File: src/rtl/down_counter_pkg.sv
// Shared types and defaults for the down-counter sequencer and its counting core.
package down_counter_pkg;

    typedef enum logic [1:0] {
        IDLE   = 2'd0,
        RUN    = 2'd1,
        PAUSED = 2'd2
    } ctrl_state_t;

    localparam int DEF_W = 4;

endpackage

File: src/rtl/down_counter_core.sv
// Loadable down-counter datapath: synchronous zero, load and decrement, in that priority.
module down_counter_core
    import down_counter_pkg::*;
#(
    parameter int W = DEF_W
) (
    input  logic         clk,
    input  logic         clear,
    input  logic         ld,
    input  logic [W-1:0] ld_val,
    input  logic         en,
    input  logic         zero_sync,
    output logic [W-1:0] count,
    output logic         is_one
);

    logic [W-1:0] count_q;
    logic [W-1:0] count_d;

    always_comb begin
        count_d = count_q;
        if (zero_sync) begin
            count_d = '0;
        end else if (ld) begin
            count_d = ld_val;
        end else if (en) begin
            count_d = count_q - W'(1);
        end
    end

    always_ff @(posedge clk or posedge clear) begin
        if (clear) begin
            count_q <= '0;
        end else begin
            count_q <= count_d;
        end
    end

    assign count  = count_q;
    assign is_one = (count_q == W'(1));

endmodule

File: src/rtl/down_counter_ctrl.sv
// Countdown sequencer: FSM, load register and done pulse driving a down_counter_core.
// Optional AUTO_RELOAD_EN makes the terminal step reload load_reg and keep running.
module down_counter_ctrl
    import down_counter_pkg::*;
#(
    parameter int W = DEF_W
) (
    input  logic         clk,
    input  logic         clear,
    input  logic         start,
    input  logic [W-1:0] load_val,
    input  logic         pause,
    input  logic         abort,
    output logic         busy,
    output logic         done,
    output logic [W-1:0] count
);

    ctrl_state_t  state_q, state_d;
    logic [W-1:0] load_reg_q, load_reg_d;
    logic         done_q, done_d;

    logic         core_ld;
    logic         core_en;
    logic         core_zero;
    logic [W-1:0] core_ld_val;
    logic         core_is_one;

    // Outside IDLE the only load source is the latched start value (reload path).
    assign core_ld_val = (state_q == IDLE) ? load_val : load_reg_q;

    always_comb begin
        state_d    = state_q;
        load_reg_d = load_reg_q;
        done_d     = 1'b0;
        core_ld    = 1'b0;
        core_en    = 1'b0;
        core_zero  = 1'b0;

        case (state_q)
            IDLE: begin
                if (start) begin
                    if (load_val != '0) begin
                        core_ld    = 1'b1;
                        load_reg_d = load_val;
                        state_d    = RUN;
                    end else begin
                        done_d = 1'b1;
                    end
                end
            end
            RUN: begin
                if (abort) begin
                    core_zero = 1'b1;
                    state_d   = IDLE;
                end else if (core_is_one) begin
`ifdef AUTO_RELOAD_EN
                    core_ld = 1'b1;
                    done_d  = 1'b1;
`else
                    core_zero = 1'b1;
                    done_d    = 1'b1;
                    state_d   = IDLE;
`endif
                end else if (!pause) begin
                    core_en = 1'b1;
                end else begin
                    state_d = PAUSED;
                end
            end
            PAUSED: begin
                if (abort) begin
                    core_zero = 1'b1;
                    state_d   = IDLE;
                end else if (!pause) begin
                    state_d = RUN;
                end
            end
            default: begin
                core_zero = 1'b1;
                state_d   = IDLE;
            end
        endcase
    end

    always_ff @(posedge clk or posedge clear) begin
        if (clear) begin
            state_q    <= IDLE;
            load_reg_q <= '0;
            done_q     <= 1'b0;
        end else begin
            state_q    <= state_d;
            load_reg_q <= load_reg_d;
            done_q     <= done_d;
        end
    end

    down_counter_core #(.W(W)) u_core (
        .clk       (clk),
        .clear     (clear),
        .ld        (core_ld),
        .ld_val    (core_ld_val),
        .en        (core_en),
        .zero_sync (core_zero),
        .count     (count),
        .is_one    (core_is_one)
    );

    assign busy = (state_q != IDLE);
    assign done = done_q;

endmodule
File: config.mk
export PLATFORM = sky130hd
export DESIGN_NAME = down_counter_ctrl
export DESIGN_NICKNAME = d
export VERILOG_FILES = /design/src/rtl/down_counter_pkg.sv /design/src/rtl/down_counter_core.sv /design/src/rtl/down_counter_ctrl.sv
export SDC_FILE = /design/constraint.sdc
export NUM_CORES = 1
export LEC_CHECK = 0
export ABC_AREA = 1
export CORE_UTILIZATION = 50
export DETAILED_ROUTE_END_ITERATION = 16
export PLACE_DENSITY = 0.9
export SYNTH_ARGS = -nofsm -noshare
export SYNTH_HDL_FRONTEND = slang
export SYNTH_HIERARCHICAL = 1
export SYNTH_SLANG_ARGS = --single-unit
File: constraint.sdc
create_clock -name clk -period 2.3 [get_ports clk]
set_clock_uncertainty 0.05 [all_clocks]
set_input_delay 0.46 -clock clk [delete_from_list [all_inputs] [get_ports clk]]
set_output_delay 0.46 -clock clk [all_outputs]
set_load 0.01 [all_outputs]
==> impl_metrics.json <==
{
  "avgSynthCellArea_um2": 7.25,
  "cts_sinks": 11,
  "ys_ff_latch": 11,
  "maxCapViolCount": 0,
  "drc": 0,
  "required_ns": 1.79,
  "synth.largest_area_cell": "dfrtp_1",
  "grt_max_degree": 11,
  "fmax_ghz": 0.480,
  "cts_resized": 0,
  "drive_gt1_share_pct": 12.1,
  "tritoncts": "built",
  "finalCritPeriodShare_pct": 90.6,
  "yosysSeqAreaShare_pct": 38.7,
  "power_frac_comb_pct": 56.3,
  "gr-total-overflow": 0,
  "place.detailed.hpwl_um": 1110,
  "setup_slack_ns": 0.217,
  "num_io_pins": 15,
  "finalSetupViolations": 0,
  "register_area_um2": 275,
  "avgRoutedWirePerCell_um": 11.3,
  "synth_warnings": 6,
  "ant_nets": 0,
  "start_util_pct": 53.9,
  "clkTransAtPathRegs_ns": 0.08,
  "tightest_slew_ns": 0.304,
  "worstRegToRegCells": 11,
  "floorplan.rows": 13,
  "syn_nets": 109,
  "status": "complete, no violations",
  "switching_share_pct": 45.3,
  "power_density_nw_per_um2": 1210,
  "final.setup.tns_ns": 0,
  "n_antenna_cell": 0,
  "switchingPower_uw": 489,
  "drtIter0Drc": 31,
  "grt_pass1_vias": 641,
  "via_per_inst": 5.22,
  "r2r_slack_ns": 0.61,
  "multiInputGateArea_um2": 359,
  "cp_data_arrival_time_ns": 1.57,
  "die_y_um": 39.7,
  "fin_area_um2": 896,
  "postCtsSetupRepairBufs": 0,
  "critical_path.slowest_cell": "clkdlybuf4s50_1",
  "path_buf_inv": 2,
  "critPathMaxFanout": 10,
  "antenna_found_initial": 0,
  "p_clk_share_pct": 12.5,
  "pre_cts_ws_ns": 0.391,
  "power_frac_seq_pct": 31.2,
  "portBuffers": 14,
  "grt_pass1_wl_um": 2590,
  "final_util_pct": 68.0,
  "min_period_ns": 2.08,
  "place.gp.congestion": 0.795,
  "startpoint_type": "register",
  "vdd_drop_max_mv": 0.636,
  "routed_wl_um": 1480,
  "p_int_uw": 591,
  "root_buffer": "clkbuf_4",
  "grt_usage_pct": 25.4,
  "cp_top_family": "buffers and inverters",
  "path_depth": 3,
  "coreArea_um2": 1320,
  "p_leak_nw": 0.438,
  "cts_hold_buffers": 0,
  "firstDrtPassIters": 4,
  "fin_nets": 128,
  "synth_cells": 98,
  "synth_area_leaders": "dfrtp_1 (39%), nand2_1 (14%), inv_1 (8.5%), o21ai_1 (4.9%), nor2_1 (4.8%)",
  "slew_viol_final": 0,
  "dieArea_um2": 1580,
  "critPathMaxStageDelay_ns": 0.49,
  "finalHoldViolations": 0,
  "htree_levels": 1,
  "fill_cells": 95,
  "clock_latency_ns": 0.27,
  "die_w_um": 39.7,
  "path_class": "reg2out",
  "rsz0062_at_grt": "no",
  "syn_area_um2": 711,
  "cp-end-kind": "output port",
  "path_cells": "nor2_4 > inv_1 > clkdlybuf4s50_1",
  "hold_path_class": "in2async",
  "ys_types": 22,
  "syn2layout_area_growth_pct": 26.1,
  "numCtsBuffers": 3,
  "cts.path.max_buffers": 2,
  "netlist.area_leader.share_pct": 38.7,
  "placed_area_um2": 870,
  "vias": 684,
  "slew_headroom_pct": 79.7
}
-- final timing paths --
check | to | startpoint
worst max-delay path | busy | state_q[0]
worst min-delay path | u_core/count[2] | clear
worst max register to register | u_core/count[2] | u_core/count[1]
worst min register to register | load_reg_q[2] | load_reg_q[2]
max in group asynchronous | load_reg_q[1] | clear
min in group clk | load_reg_q[2] | load_reg_q[2]
-- cell usage in the layout (no fill, tap or decap), types with 2 or more instances in the layout --
master	instances
clkbuf_4	3
clkdlybuf4s50_1	14
dfrtp_1	11
ha_1	2
inv_1	16
inv_2	2
nand2_1	27
nand3_1	4
nor2_1	9
nor2_2	2
nor2_4	2
o21ai_0	4
o21ai_1	7
o22ai_1	2
-- flip-flops by register name (all words and copies together), names as in the netlist --
name          count
done              1
load_reg_q        4
state_q           2
u_core/count      4
-- cell type report --
type / count / share of cell area (%)
multi-input cells: 68 / 40.1
flip-flops and latches: 11 / 30.7
repair buffers: 14 / 15.6
inverters: 19 / 8.52
clock buffers: 4 / 2.93
well taps: 15 / 2.09
-- synth_stat cells --
library cell	n
o21ai_1	7
nand2_1	27
nor2_4	2
o21ai_0	4
clkinv_4	1
nand3_1	4
nor3_1	1
nand3_4	1
nand2_2	1
a21oi_1	1
dfrtp_1	11
o21ai_2	1
nor3_2	1
xor2_1	1
o32ai_1	1
o22ai_1	2
inv_2	2
nor2_1	9
inv_1	16
a31oi_1	1
nor2_2	2
ha_1	2
-- kinds of logic after synthesis --
kind of cell	share of synthesized area (%)
compound gates	13.6
xor+xnor	1.23
fa+ha+maj	3.52
buf+inv	10.7
flops	38.7
simple gates	32.2
-- layer usage --
metal / vias to the layer above / GRT usage (%) / routed length [µm]
met5: - / 0 / 0
met4: 0 / 13.8 / 15
met3: 2 / 6.82 / 85
met2: 26 / 42.6 / 702
met1: 311 / 28.7 / 673
li1: 345 / - / -
-- worst reg2reg max path, cell delays in order, from the launching register on --
cell     delay (ns)
dfrtp_1        0.39
inv_1          0.10
ha_1           0.17
nand2_1        0.06
nor2_1         0.18
inv_1          0.09
a31oi_1        0.20
inv_2          0.06
nand2_1        0.11
inv_1          0.06
nand2_1        0.06
nand2_1        0.05
-- metrics by stage --
| stage | instances | power (mW) | hold WS [ns] |
|---|---|---|---|
| floorplan | 98 | 0.757 | 0.176 |
| global placement | 127 | 0.918 | 0.446 |
| detailed placement | 127 | 0.936 | 0.437 |
| CTS | 131 | 1.08 | 0.360 |
| global route | 131 | 1.19 | 0.369 |
| finish | 131 | 1.08 | 0.353 |
-- power by group through the flow --
stage / Sequential, mW / Clock [mW] / Combinational (mW)
3_5_place_dp: 0.341 / 0 / 0.595
5_1_grt: 0.348 / 0.149 / 0.689
6_report: 0.337 / 0.135 / 0.608
4_1_cts: 0.338 / 0.137 / 0.602
2_1_floorplan: 0.344 / 0 / 0.413
3_3_place_gp: 0.335 / 0 / 0.583
(Power assumes the default switching activity.)
